File: config.mk
export PLATFORM = sky130hd
export DESIGN_NAME = game_sequencer
export DESIGN_NICKNAME = d
export VERILOG_FILES = /design/src/rtl/game_ctrl_pkg.sv /design/src/rtl/btn_edge.sv /design/src/rtl/game_sequencer.sv
export SDC_FILE = /design/constraint.sdc
export NUM_CORES = 1
export LEC_CHECK = 0
export ABC_AREA = 1
export BUFFER_PORTS_ARGS = -buffer_cell sky130_fd_sc_hd__buf_4
export CORE_ASPECT_RATIO = 0.5
export CORE_MARGIN = 2
export CORE_UTILIZATION = 37
export CTS_CLUSTER_DIAMETER = 60
export DETAILED_ROUTE_END_ITERATION = 16
export GPL_TIMING_DRIVEN = 0
export HOLD_SLACK_MARGIN = 0.08
export PLACE_DENSITY = 0.68
export REMOVE_ABC_BUFFERS = 1
export SLEW_MARGIN = 20
export SYNTH_ARGS = -nofsm -noshare
export SYNTH_HDL_FRONTEND = slang
export SYNTH_SLANG_ARGS = --single-unit
File: constraint.sdc
create_clock -name clock -period 4.83 [get_ports clock]
set_clock_uncertainty 0.2 [all_clocks]
set_input_delay 0.2415 -clock clock [delete_from_list [all_inputs] [get_ports clock]]
set_output_delay 0.2415 -clock clock [all_outputs]
set_load 0.02 [all_outputs]
File: src/rtl/game_ctrl_pkg.sv
// Shared types and widths for the rhythm-game play controller.
package game_ctrl_pkg;

    localparam int SCORE_W = 11;
    localparam int TIME_W  = 10;

    typedef enum logic [2:0] {
        ST_IDLE      = 3'd0,
        ST_COUNTDOWN = 3'd1,
        ST_PLAYING   = 3'd2,
        ST_PAUSED    = 3'd3,
        ST_RESULT    = 3'd4
    } state_t;

endpackage

File: src/rtl/btn_edge.sv
// Rising-edge detector for an already debounced, synchronised button.
module btn_edge (
    input  logic i_clock,
    input  logic i_reset,
    input  logic i_btn,
    output logic o_rise
);

    logic r_prev;

    // prev resets high so a button held through reset yields no edge
    always_ff @(posedge i_clock) begin
        if (i_reset) r_prev <= 1'b1;
        else         r_prev <= i_btn;
    end

    assign o_rise = i_btn & ~r_prev;

endmodule

File: src/rtl/game_sequencer.sv
// Round sequencer: idle, 3-2-1 countdown, play, pause, result display.
module game_sequencer
    import game_ctrl_pkg::*;
#(
    parameter int                COUNT_TICKS = 10000000,
    parameter logic [TIME_W-1:0] SONG_END    = 10'd960,
    parameter int                RESULT_HOLD = 10
) (
    input  logic               clock,
    input  logic               reset,
    input  logic               start_btn,
    input  logic               pause_btn,
    input  logic [TIME_W-1:0]  counter10h,
    input  logic [SCORE_W-1:0] score,
    output logic               game_run,
    output logic               game_clear,
    output logic [2:0]         state,
    output logic [1:0]         countdown,
    output logic [SCORE_W-1:0] final_score,
    output logic [SCORE_W-1:0] high_score,
    output logic               new_record
);

    localparam int PW = $clog2(COUNT_TICKS + 1);
    localparam int HW = $clog2(RESULT_HOLD + 1);

    logic w_start_rise;
    logic w_pause_rise;
    logic w_wrap;

    state_t             r_state,  w_state_nx;
    logic [PW-1:0]      r_presc,  w_presc_nx;
    logic [HW-1:0]      r_hold,   w_hold_nx;
    logic [1:0]         r_cd,     w_cd_nx;
    logic               r_run,    w_run_nx;
    logic               r_clear,  w_clear_nx;
    logic [SCORE_W-1:0] r_final,  w_final_nx;
    logic [SCORE_W-1:0] r_high,   w_high_nx;
    logic               r_rec,    w_rec_nx;

    btn_edge u_start_edge (
        .i_clock (clock),
        .i_reset (reset),
        .i_btn   (start_btn),
        .o_rise  (w_start_rise)
    );

    btn_edge u_pause_edge (
        .i_clock (clock),
        .i_reset (reset),
        .i_btn   (pause_btn),
        .o_rise  (w_pause_rise)
    );

    assign w_wrap = (r_presc == PW'(COUNT_TICKS - 1));

    always_comb begin
        w_state_nx = r_state;
        w_presc_nx = r_presc;
        w_hold_nx  = r_hold;
        w_cd_nx    = r_cd;
        w_clear_nx = 1'b0;
        w_final_nx = r_final;
        w_high_nx  = r_high;
        w_rec_nx   = r_rec;

        case (r_state)
            ST_IDLE: begin
                if (w_start_rise) begin
                    w_state_nx = ST_COUNTDOWN;
                    w_cd_nx    = 2'd3;
                    w_clear_nx = 1'b1;
                end
            end
            ST_COUNTDOWN: begin
                w_presc_nx = w_wrap ? '0 : r_presc + 1'b1;
                if (w_wrap) begin
                    if (r_cd > 2'd1) begin
                        w_cd_nx = r_cd - 2'd1;
                    end else begin
                        w_state_nx = ST_PLAYING;
                        w_cd_nx    = 2'd0;
                    end
                end
            end
            ST_PLAYING: begin
                if (counter10h >= SONG_END) begin
                    w_state_nx = ST_RESULT;
                    w_final_nx = score;
                    w_rec_nx   = (score > r_high);
                    if (score > r_high) w_high_nx = score;
                end else if (w_pause_rise) begin
                    w_state_nx = ST_PAUSED;
                end
            end
            ST_PAUSED: begin
                if (w_start_rise) begin
                    w_state_nx = ST_IDLE;
                    w_clear_nx = 1'b1;
                end else if (w_pause_rise) begin
                    w_state_nx = ST_PLAYING;
                end
            end
            ST_RESULT: begin
                // a restart request beats the display timeout
                if (w_start_rise) begin
                    w_state_nx = ST_COUNTDOWN;
                    w_cd_nx    = 2'd3;
                    w_clear_nx = 1'b1;
                end else begin
                    w_presc_nx = w_wrap ? '0 : r_presc + 1'b1;
                    if (w_wrap) begin
                        if (r_hold == HW'(RESULT_HOLD - 1)) w_state_nx = ST_IDLE;
                        else                               w_hold_nx  = r_hold + 1'b1;
                    end
                end
            end
            default: begin
                w_state_nx = ST_IDLE;
                w_cd_nx    = 2'd0;
            end
        endcase

        if (w_state_nx != r_state) begin
            w_presc_nx = '0;
            w_hold_nx  = '0;
        end
        if (w_state_nx != ST_RESULT) w_rec_nx = 1'b0;
        w_run_nx = (w_state_nx == ST_PLAYING);
    end

    always_ff @(posedge clock) begin
        if (reset) begin
            r_state <= ST_IDLE;
            r_presc <= '0;
            r_hold  <= '0;
            r_cd    <= 2'd0;
            r_run   <= 1'b0;
            r_clear <= 1'b1;
            r_final <= '0;
            r_high  <= '0;
            r_rec   <= 1'b0;
        end else begin
            r_state <= w_state_nx;
            r_presc <= w_presc_nx;
            r_hold  <= w_hold_nx;
            r_cd    <= w_cd_nx;
            r_run   <= w_run_nx;
            r_clear <= w_clear_nx;
            r_final <= w_final_nx;
            r_high  <= w_high_nx;
            r_rec   <= w_rec_nx;
        end
    end

    assign state       = r_state;
    assign countdown   = r_cd;
    assign game_run    = r_run;
    assign game_clear  = r_clear;
    assign final_score = r_final;
    assign high_score  = r_high;
    assign new_record  = r_rec;

endmodule
**Word-level counts from Yosys, hierarchy flattened**

Cells that the tools add are included.

- Flip-flop bits (word level): 60
- Latch bits: 0
- Memory bits (writable): 0
- ROM bits: 0
- Bits of input ports: 25
- Output and inout port bits: 30
- Logic and storage cells: 68
- Memories: 0

- Add/sub/neg operators: 3
- Multipliers: 0
- Divide/modulo/power cells: 0
- $lt $le $gt $ge: 3
- Eq/ne operators: 12
- Shifts and indexed selects: 0
- Multiplexer cells: 20
- Bitwise gates (word level): 7
- Reductions and logical operators: 12

Operators with widths:

| cell | number |
|---|---|
| two-way mux 24 bit | 2 |
| one-hot mux 24 bit (2 select lines) | 1 |
| two-way mux 3 bit | 10 |
| adder 24 x 1 -> 24 bit (second input constant) | 1 |
| equality test 24 bit (second input constant) | 1 |
| one-hot mux 3 bit (5 select lines) | 1 |
| greater-than comparator 11 bit | 1 |
| >= comparator 10 bit (second input constant) | 1 |
| equality test 3 x 2 -> 1 bit (second input constant) | 3 |
| OR reduction 2 bit | 4 |
| two-way mux 2 bit | 3 |
| one-hot mux 2 bit (3 select lines) | 1 |
| AND reduction 3 bit | 2 |
| inverter 1 bit | 5 |
| adder 4 x 1 -> 4 bit (second input constant) | 1 |
| equality test 4 bit (second input constant) | 1 |
| != test 2 bit (second input constant) | 2 |
| AND reduction 2 bit | 2 |
| AND reduction 4 bit | 1 |
| equality test 3 x 1 -> 1 bit (second input constant) | 1 |
| equality test 3 bit (second input constant) | 1 |
| logical NOT 3 bit | 1 |
| != test 3 bit | 1 |
| != test 3 bit (second input constant) | 1 |
| 7 further kinds | 9 |

**Logic depth before layout (Yosys ltp)**

Gate-level depths: netlist of the first run.

- Depth in word-level cells: 7
- Mapped depth: 13
- Gate-level depth less buffers: 13

**By module**

A second synthesis of the first run with hierarchy kept.

- Cell total of the unflattened synthesis: 485
- Area, all modules: 3404.5 sq um

Modules (own cells, without submodules):

| module | times used | cells each | area an instance (sq um) | seq. area each (sq um) |
|---|---|---|---|---|
| game_sequencer | 1 | 475 | 3329.4 | 1161.1 |
| btn_edge | 2 | 5 | 37.5 | 20.0 |

**Worst setup path after synthesis of the first run**

OpenSTA, ideal clock, no wires.

- Kind: register -> register
- Start: register r_high[10], in the netlist high_score[10]
- End: register r_high[10], in the netlist high_score[10]
- Library setup time: 70 ps
- Data arrival time: 1773 ps
- Required time: 4560 ps
- Setup slack: 2786 ps
- Stages on the path, launching flop included: 12
- Path buffers: 1
- Period minus slack after synthesis: 2044 ps
- Path through: dfxtp_1 inv_1 ha_1 nand2_1 nor2_1 nand4_1 o31ai_1 inv_1 nand2_1 buf_2 nand2_1 a21oi_1

- Word-level cells in the longest chain between the ends: 2

RTL lines:

| item | RTL line | source |
|---|---|---|
| from (decl) | game_sequencer.sv:38 | `logic [SCORE_W-1:0] r_high, w_high_nx;` |
| from (signal assigned) | game_sequencer.sv:151 | `r_high <= w_high_nx;` |
| greater-than comparator 11 bit | game_sequencer.sv:91 | `if (score > r_high) w_high_nx = score;` |
| AND reduction 3 bit (no source line) | - |  |

No other way between the ends.
A chain may end at the register's enable or synchronous reset.

**Final worst setup path of the first run**

- Start: input score[10]
- End: register r_high[0], in the netlist high_score[0]

- Word-level cells in the longest chain between the ends: 2

RTL lines:

| item | RTL line | source |
|---|---|---|
| from (decl) | game_sequencer.sv:14 | `input logic [SCORE_W-1:0] score,` |
| greater-than comparator 11 bit | game_sequencer.sv:91 |  |
| AND reduction 3 bit (no source line) | - |  |

No other way between the ends.

==> results by group, run 1 <==
Outcome
  • Status: finished, final reports clean

Yosys
  • Yosys reg bits: 60
  • Register area share after synthesis: 0.362
  • Yosys top cell by area: dfxtp_1
  • Top cells by area, synth: dfxtp_1 36%, nand2_1 9.3%, inv_1 8.6%
  • Syn Area/Cell: 6.90 um^2
  • Post-Syn Area: 3320 um^2
  • Gate Count Post-Synth: 481
  • Yosys warnings: 0
  • Asr flop ratio synth: 0
  • Post-synth EDFFs: 0
  • Post-synth top area share: 0.362
  • Synth cell types: 36
  • Top FF cell, synth: dfxtp_1

Setup path
  • Setup crit start: score[10]
  • CP arrival: 2.75 ns
  • Crit path launch type: primary input
  • Worst r2r src: high_score[10]
  • Crit-path leading delay family: simple AND/OR/NAND/NOR gates
  • Most used cell, CP: nand2_1
  • WS Path Type: in -> reg
  • Required @ worst endpoint: 4.89 ns
  • CP Capture Type: flip-flop
  • Worst path bufs/invs: 3
  • Crit-path max cell delay: 0.54 ns
  • CP max FO: 12
  • CP cell instances: dlygate4sd3_1 > buf_4 > ha_1 > nand2_1 > nor2_1 > nand4_1 > o31ai_1 > inv_1 > nand2_1 > nand2_1 > a21oi_1
  • Critical-path top delay cell: dlygate4sd3_1

Global routing
  • First-pass GRT wire length: 13200 um
  • Number of global-route vias before repair: 2941
  • Total congestion overflow: 0
  • Gr usage total: 0.173
  • Pin count of the biggest net entering global routing: 29
  • Initial antenna violation count: 0

Clocking
  • Skew-Pair Late Insertion Delay: 0.33 ns
  • Clock root cell: clkbuf_16
  • Clk pin slew, worst setup/hold paths: 0.05 ns
  • CTS Sinks: 60
  • CTS tree: built
  • Setup Buffers After CTS: 0
  • Clock buffer count from CTS: 9
  • H-tree depth: 3
  • Clock buffer depth: 2

Pwr
  • Psw: 0.000271 W
  • Clk pwr share: 0.540
  • Peak VDD IR: 0.168 mV
  • PwrDens: 299 nW/um^2
  • Sw Share: 0.214
  • Static Leak: 1.72 nW
  • Sequential share of power: 0.398
  • Internal Power: 0.000994 W
  • Logic pwr share: 0.063

Die
  • Die width: 138 um
  • Die height: 71.0 um
  • Die Footprint: 9790 um^2
  • # IOs: 55
  • Rows: 24
  • Placeable Area: 8710 um^2
  • Initial Utilization: 0.381

Route
  • Wire per inst: 11.7 um
  • Detail Route Antenna Nets: 0
  • Initial DRC count: 198
  • # DRC: 0
  • Final wirelength: 7780 um
  • Vias/cell: 4.83
  • Vias: 3215
  • Drt first pass iters: 4

STA
  • Tightest Pin Transition: 0.630 ns
  • Final setup TNS: 0 ns
  • Hold WS: 0.263 ns
  • Tcrit/Tclk final: 0.557
  • Final Max Slew Viols: 0
  • Min Tclk post-route: 2.69 ns
  • Setup-failing EPs final: 0
  • Max_slew headroom: 0.580
  • Hold Violations, Final: 0
  • F_max: 0.372 GHz
  • Unrepaired setup endpoints after global routing: no

Placement
  • HPWL Detailed: 5520 um
  • Buffers on Ports: 48
  • Routability cong.: 0.877

Layout
  • Commonest non-fill, non-tap cell in the layout: nand2_1
  • Final nets: 583
  • FF+latch area: 1200 um^2
  • Most frequent cells in the layout: 82 x nand2_1, 76 x inv_1, 67 x nor2_1
  • Layout area overhead: 27.5%
  • Layout cells sized above 1: 0.177
  • Fillers: 851
  • # diodes: 0
  • Multi-input logic area: 1760 um^2

Min path
  • Hold Crit Start: counter10h[8]
  • Worst hold-check path type: in -> reg

Job
  • Max Cap Viol: 0
-- flip-flops by register name (all words and copies together) (netlist names) --
register             flops
countdown                2
final_score             11
game_clear               1
game_run                 1
high_score              11
new_record               1
r_hold                   4
r_presc                 24
state                    3
u_pause_edge.r_prev      1
u_start_edge.r_prev      1
-- worst min-delay path: stages --
cell     delay, ns
buf_4         0.11
nand4_1       0.15
nor2_4        0.12
a21oi_1       0.13
-- metrics by stage --
| step | cells | setup slack, ns | instance area [um^2] | util | total power (W) |
|---|---|---|---|---|---|
| 2_1_floorplan | 471 | 2.59 | 3260 | - | 0.000551 |
| 3_3_place_gp | 636 | 2.13 | 3770 | 0.432 | 0.000582 |
| 3_5_place_dp | 636 | 2.06 | 3770 | 0.432 | 0.000583 |
| 4_1_cts | 665 | 1.87 | 4220 | 0.485 | 0.00128 |
| 5_1_grt | 665 | 1.94 | 4230 | 0.486 | 0.00131 |
| 6_report | 665 | 2.14 | 4230 | 0.486 | 0.00127 |
-- area by class of cell --
type / count / share of cell area
clock buffer: 11 / 0.0574
clock inverter: 4 / 0.0175
inverter: 81 / 0.0725
multi-input combinational: 330 / 0.416
sequential: 60 / 0.284
tap: 117 / 0.0346
timing repair buffer: 62 / 0.118
-- power by group through the flow --
| stage | registers (W) | clock network, W | logic (W) |
|---|---|---|---|
| after detailed placement | 0.000513 | 0 | 0.0000694 |
| after global placement | 0.000513 | 0 | 0.0000686 |
| after global routing | 0.000503 | 0.000720 | 0.0000885 |
| final | 0.000503 | 0.000683 | 0.0000794 |
| after floorplan | 0.000516 | 0 | 0.0000354 |
| after CTS | 0.000503 | 0.000698 | 0.0000788 |
-- synth_stat cells (2+ instances only) --
library cell and count:
nand2_1 82, inv_1 76, nor2_1 67, dfxtp_1 60
nand3_1 34, o21ai_0 27, a21oi_1 24, nand4_1 15
ha_1 14, nor2_2 14, xor2_1 8, nor3_1 7
nand2_2 6, clkbuf_1 5, nor4_1 5, inv_2 4
nor2_4 4, xnor2_1 3, a22oi_1 2, a31oi_1 2
buf_2 2, buf_6 2, nor3_2 2, o211ai_1 2
o21ai_1 2, o21bai_1 2
-- final timing paths --
| kind | to | slack, ns | cells past startpoint |
|---|---|---|---|
| worst max-delay path | high_score[0] | 2.14 | 11 |
| worst min-delay path | final_score[0] | 0.26 | 4 |
| worst max register to register | high_score[0] | 2.35 | 10 |
| worst min register to register | new_record | 0.27 | 2 |
-- cell families (layout without fill, tap and decap cells) --
kind of cell	Yosys count	count (layout)	share of synthesized area
and+or+nand+nor	240	240	0.340
buffers and inverters	91	158	0.110
AOI/OAI and AO/OA	65	65	0.106
DFF	60	60	0.362
adders and majority gates	14	14	0.0528
xor gates and xnor gates	11	11	0.0290
-- metal layers --
| metal | GRT usage | wire length (um) | up-vias |
|---|---|---|---|
| met1 | 0.222 | 3770 | 1459 |
| met5 | 0 | 0 | - |
| met3 | 0.0652 | 473 | 15 |
| met4 | 0.0726 | 141 | 0 |
| li1 | - | - | 1670 |
| met2 | 0.261 | 3400 | 71 |
-- timing repair --
| action | CTS | global route |
|---|---|---|
| hold buffers | 14 | 0 |
| gates resized for setup | 0 | 0 |
| endpoints found under the setup margin | 0 | 0 |
| hold endpoints to repair | 26 | 0 |
No activity file was read; power rests on OpenSTA's default activity.
==> run 2: changes to the inputs <==
Settings changed: ABC_AREA 1 to 0, PLACE_DENSITY 0.68 to 0.69.
Clock period 4.83 ns to 2.6 ns, I/O delays scaled along.
==> results by group, run 2 <==
Outcome
  • Status: finished, final reports clean

Pwr
  • Sw Share: 0.213
  • Static Leak: 1.67 nW
  • Psw: 0.000545 W
  • Sequential share of power: 0.376
  • Logic pwr share: 0.082
  • Peak VDD IR: 0.315 mV
  • Internal Power: 0.00202 W
  • Clk pwr share: 0.542
  • PwrDens: 627 nW/um^2

STA
  • Final Max Slew Viols: 0
  • Hold Violations, Final: 0
  • Max_slew headroom: 0.467
  • Final setup TNS: 0 ns
  • Min Tclk post-route: 2.50 ns
  • F_max: 0.400 GHz
  • Setup-failing EPs final: 0
  • Tightest Pin Transition: 0.794 ns
  • Unrepaired setup endpoints after global routing: no
  • Tcrit/Tclk final: 0.961

Yosys
  • Register area share after synthesis: 0.405
  • Top-count cell post-synth: dfxtp_1
  • Synth cell types: 52
  • Yosys reg bits: 60
  • Yosys warnings: 0
  • Synth top cells by count: 60 x dfxtp_1, 51 x nor2_1, 36 x nand2_1, 25 x a21oi_1, 16 x inv_1
  • Yosys top cell by area: dfxtp_1
  • Top cells by area, synth: dfxtp_1 40%, nor2_1 6.5%, ha_1 5.9%
  • Syn Area/Cell: 8.34 um^2
  • Post-Syn Area: 2970 um^2
  • Asr flop ratio synth: 0
  • Post-synth top area share: 0.405
  • Top FF cell, synth: dfxtp_1
  • Post-synth EDFFs: 0
  • Gate Count Post-Synth: 356

Setup path
  • Critical-path top delay cell: or4_4
  • Setup crit start: r_presc[1]
  • CP arrival: 2.50 ns
  • Crit path launch type: flip-flop
  • CP Capture Type: flip-flop
  • CP cell instances: ha_1 > nand4_1 > or4_4 > or2_4 > or3_1 > a31oi_1 > nor3_1
  • Worst path bufs/invs: 0
  • Crit-path max cell delay: 0.59 ns
  • Crit-path leading delay family: simple AND/OR/NAND/NOR gates
  • Required @ worst endpoint: 2.60 ns
  • Worst r2r src: r_presc[1]
  • WS Path Type: reg -> reg
  • CP max FO: 5

Die
  • Placeable Area: 7890 um^2
  • Die Footprint: 8800 um^2
  • Initial Utilization: 0.376
  • Rows: 23
  • # IOs: 55
  • Die height: 67.3 um
  • Die width: 131 um

Layout
  • Core Util, Final: 0.519
  • Layout area overhead: 37.8%
  • Layout cells sized above 1: 0.217
  • Fillers: 743
  • Number of flip-flops in the largest register: 24
  • Final nets: 468
  • Commonest non-fill, non-tap cell in the layout: dfxtp_1
  • # diodes: 0
  • Reg with most FFs: r_presc
  • Most frequent cells in the layout: 58 x dfxtp_1, 57 x buf_4, 51 x nor2_1
  • Design area: 4090 um^2

Placement
  • Area after DPL: 3430 um^2
  • HPWL Detailed: 4600 um
  • Buffers on Ports: 48
  • Routability cong.: 0.799

Job
  • Max Cap Viol: 0

Route
  • Wire per inst: 13.1 um
  • Final wirelength: 7140 um
  • # DRC: 0
  • Vias: 2786
  • Drt first pass iters: 6
  • Initial DRC count: 148
  • Detail Route Antenna Nets: 0
  • Vias/cell: 5.10

Clocking
  • Skew-Pair Late Insertion Delay: 0.33 ns
  • Clock buffer depth: 2
  • CTS Sinks: 60
  • Clk pin slew, worst setup/hold paths: 0.05 ns
  • Clock root cell: clkbuf_16
  • CTS tree: built
  • Clock buffer count from CTS: 9
  • H-tree depth: 3

Global routing
  • Total congestion overflow: 0
  • Gr usage total: 0.172
  • First-pass GRT wire length: 11600 um
  • Number of global-route vias before repair: 2516
  • Initial antenna violation count: 0
  • Pin count of the biggest net entering global routing: 29

Min path
  • Hold Crit Start: final_score[3]
  • Worst hold-check path type: reg -> reg
-- run 2: cell families after synthesis --
kind of cell	Yosys count	share of synthesized area
xor gates and xnor gates	19	0.0561
and+or+nand+nor	157	0.264
muxes	12	0.0405
adders and majority gates	14	0.0590
DFF	60	0.405
AOI/OAI and AO/OA	63	0.135
buffers and inverters	31	0.0405
-- run 2: timing repair --
item                                   in CTS  in global routing
endpoints found under the hold margin      27                  0
cloned                                      0                  1
gates resized for setup                     3                  8
setup buffers                               2                  8
hold buffers                               17                  0
setup endpoints to repair                  39                 28
pin swaps                                   1                  2
-- run 2: path summary, 6_finish.rpt --
check,to,slack [ns],cells past startpoint
max,countdown[1],0.10,7
min,final_score[3],0.25,2
max reg2reg,countdown[1],0.10,7
min reg2reg,final_score[3],0.25,2
-- run 2: final cells by class --
class                      count  area [um^2]  area share
multi-input combinational    266         1710       0.419
sequential                    60         1200       0.294
timing repair buffer          75          618       0.151
clock buffer                  12          256      0.0627
tap                          112          140      0.0343
clock inverter                 4         95.1      0.0232
inverter                      17         63.8      0.0156
-- run 2: through the flow --
stage | setup slack (ns) | hold slack [ns] | total power [W] | std cells
3_5_place_dp | -0.347 | 0.131 | 0.00116 | 502
2_1_floorplan | -0.670 | -0.000934 | 0.00108 | 342
6_report | 0.102 | 0.254 | 0.00256 | 546
3_3_place_gp | -1.10 | 0.130 | 0.00116 | 502
4_1_cts | 0.0126 | 0.226 | 0.00259 | 537
5_1_grt | 0.00725 | 0.281 | 0.00267 | 546
-- run 2: power groups by stage --
stage	Combinational, W	Sequential, W	Clock, W
after floorplan	0.000102	0.000983	0
after global placement	0.000178	0.000980	0
after detailed placement	0.000178	0.000981	0
after CTS	0.000201	0.000962	0.00143
after global routing	0.000235	0.000967	0.00146
final	0.000210	0.000965	0.00139
-- run 2: worst min-delay path, cell delays in order, from the launching register on --
cell     delay [ns]
dfxtp_1        0.30
nand2_1        0.05
a21oi_1        0.05
-- run 2: per-layer routing --
layer,track usage,wire (um)
met1,0.208,3340
met5,0,0
met2,0.285,3330
met4,0.0691,84
met3,0.0618,388
==> run 3: changes to the inputs <==
Settings changed: CORE_ASPECT_RATIO 0.5 to unset, PLACE_DENSITY 0.69 to 0.58.
==> results by group, run 3 (synthesis results as in run 2) <==
Clocking
  • Clock root cell: clkbuf_8
  • CTS Sinks: 60
  • Clk pin slew, worst setup/hold paths: 0.08 ns
  • Skew-Pair Late Insertion Delay: 0.34 ns
  • CTS tree: built
  • H-tree depth: 3
  • Clock buffer count from CTS: 9
  • Clock buffer depth: 2

Layout
  • Final nets: 462
  • Most frequent cells in the layout: 57 x dfxtp_1, 50 x nor2_1, 50 x buf_4
  • Reg with most FFs: r_presc
  • Number of flip-flops in the largest register: 24
  • Layout area overhead: 32.0%
  • Core Util, Final: 0.504
  • Layout cells sized above 1: 0.213
  • Commonest non-fill, non-tap cell in the layout: dfxtp_1
  • # diodes: 0

Setup path
  • Required @ worst endpoint: 2.61 ns
  • Reg2reg setup slack: 0.15 ns
  • CP cell instances: ha_2 > nand4_1 > or4_4 > or2_4 > or3_1 > a31oi_1 > nor3_1
  • WS Path Type: reg -> reg
  • CP Capture Type: flip-flop
  • Crit path launch type: flip-flop
  • Worst path bufs/invs: 0
  • Setup crit start: r_presc[0]
  • Worst R2R End: countdown[1]
  • Worst r2r src: r_presc[0]
  • R2R depth: 7
  • Crit-path max cell delay: 0.58 ns
  • CP max FO: 5
  • CP arrival: 2.46 ns
  • Critical-path top delay cell: or4_4
  • Crit-path leading delay family: simple AND/OR/NAND/NOR gates

Global routing
  • Gr usage total: 0.175
  • Number of global-route vias before repair: 2524
  • Pin count of the biggest net entering global routing: 29
  • First-pass GRT wire length: 12200 um
  • Total congestion overflow: 0
  • Initial antenna violation count: 0

Die
  • Rows: 32
  • Die height: 93.6 um
  • Die Footprint: 8750 um^2
  • # IOs: 55
  • Placeable Area: 7770 um^2
  • Initial Utilization: 0.382
  • Die width: 93.6 um

STA
  • F_max: 0.408 GHz
  • Hold Violations, Final: 0
  • Min Tclk post-route: 2.45 ns
  • Hold WS: 0.206 ns
  • Final Max Slew Viols: 0
  • Unrepaired setup endpoints after global routing: no
  • Fin worst setup slack: 0.150 ns
  • Tcrit/Tclk final: 0.942
  • Tightest Pin Transition: 0.866 ns
  • Setup-failing EPs final: 0
  • Max_slew headroom: 0.419

Placement
  • HPWL Detailed: 4840 um
  • Routability cong.: 0.813
  • Dpl ws: -0.353 ns
  • Buffers on Ports: 48

Pwr
  • Clk pwr share: 0.456
  • Static Leak: 1.58 nW
  • PwrDens: 554 nW/um^2
  • Peak VDD IR: 0.280 mV
  • Sequential share of power: 0.445
  • Psw: 0.000520 W
  • Logic pwr share: 0.099
  • Internal Power: 0.00165 W
  • Sw Share: 0.240

Route
  • Final wirelength: 7200 um
  • Drt first pass iters: 4
  • Detail Route Antenna Nets: 0
  • Vias: 2722
  • Wire per inst: 13.6 um
  • # DRC: 0
  • Initial DRC count: 102
  • Vias/cell: 5.14

Min path
  • Hold Crit Depth: 5
  • Hold Crit Start: counter10h[8]
  • Worst hold-check path type: in -> reg
  • Hold EP: final_score[8]

Job
  • Max Cap Viol: 0

Outcome
  • Status: finished, final reports clean
==> run 3: layout make-up <==
cell class	instances	area, um^2
clock buffer	12	165
clock inverter	4	70.1
fill	768	3850
inverter	17	63.8
multi-input combinational	266	1720
sequential	60	1200
tap	102	128
timing repair buffer	69	567
==> run 3: metrics by stage <==
step	cell area (um^2)	setup TNS (ns)	std cells	power, W
2_1_floorplan	2910	-7.89	342	0.00108
3_3_place_gp	3400	-17.81	492	0.00116
3_5_place_dp	3430	-4.20	493	0.00116
4_1_cts	3880	0	529	0.00218
5_1_grt	3920	0	530	0.00226
6_report	3920	0	530	0.00217
==> run 3: layer usage <==
metal	part of all wire	GRT usage	vias to the layer above
li1	-	-	1383
met1	0.49	0.240	1259
met2	0.43	0.263	69
met3	0.052	0.0379	11
met4	0.019	0.0761	0
met5	0	0	-
==> run 3: power by group through the flow <==
stage / Sequential (W) / Clock [W] / Combinational [W]
4_1_cts: 0.000961 / 0.00100 / 0.000213
3_3_place_gp: 0.000981 / 0 / 0.000179
3_5_place_dp: 0.000981 / 0 / 0.000181
5_1_grt: 0.000968 / 0.00105 / 0.000238
6_report: 0.000965 / 0.000988 / 0.000216
2_1_floorplan: 0.000983 / 0 / 0.000102
==> run 3: how the worst max path moves through the flow <==
stage                               end  slack (ns)  depth (start not counted)
after floorplan           high_score[0]       -0.67                          7
after global placement    high_score[6]       -1.15                          7
after detailed placement    r_presc[19]       -0.35                          7
after CTS                   r_presc[23]        0.02                          8
after global routing       countdown[1]       0.005                          7
final                      countdown[1]        0.15                          7
==> run 3: worst register-to-register path: stages, from the launching register on <==
cell     delay (ns)
dfxtp_2        0.38
ha_2           0.20
nand4_1        0.15
or4_4          0.58
or2_4          0.28
or3_1          0.30
a31oi_1        0.17
nor3_1         0.06
==> run 3: timing repair <==
action,4_1_cts,5_1_grt
gates resized for setup,6,8
endpoints found under the hold margin,27,0
endpoints found under the setup margin,34,23
setup buffers,1,1
pin swaps,1,1
hold buffers,18,0
gates cloned,1,0
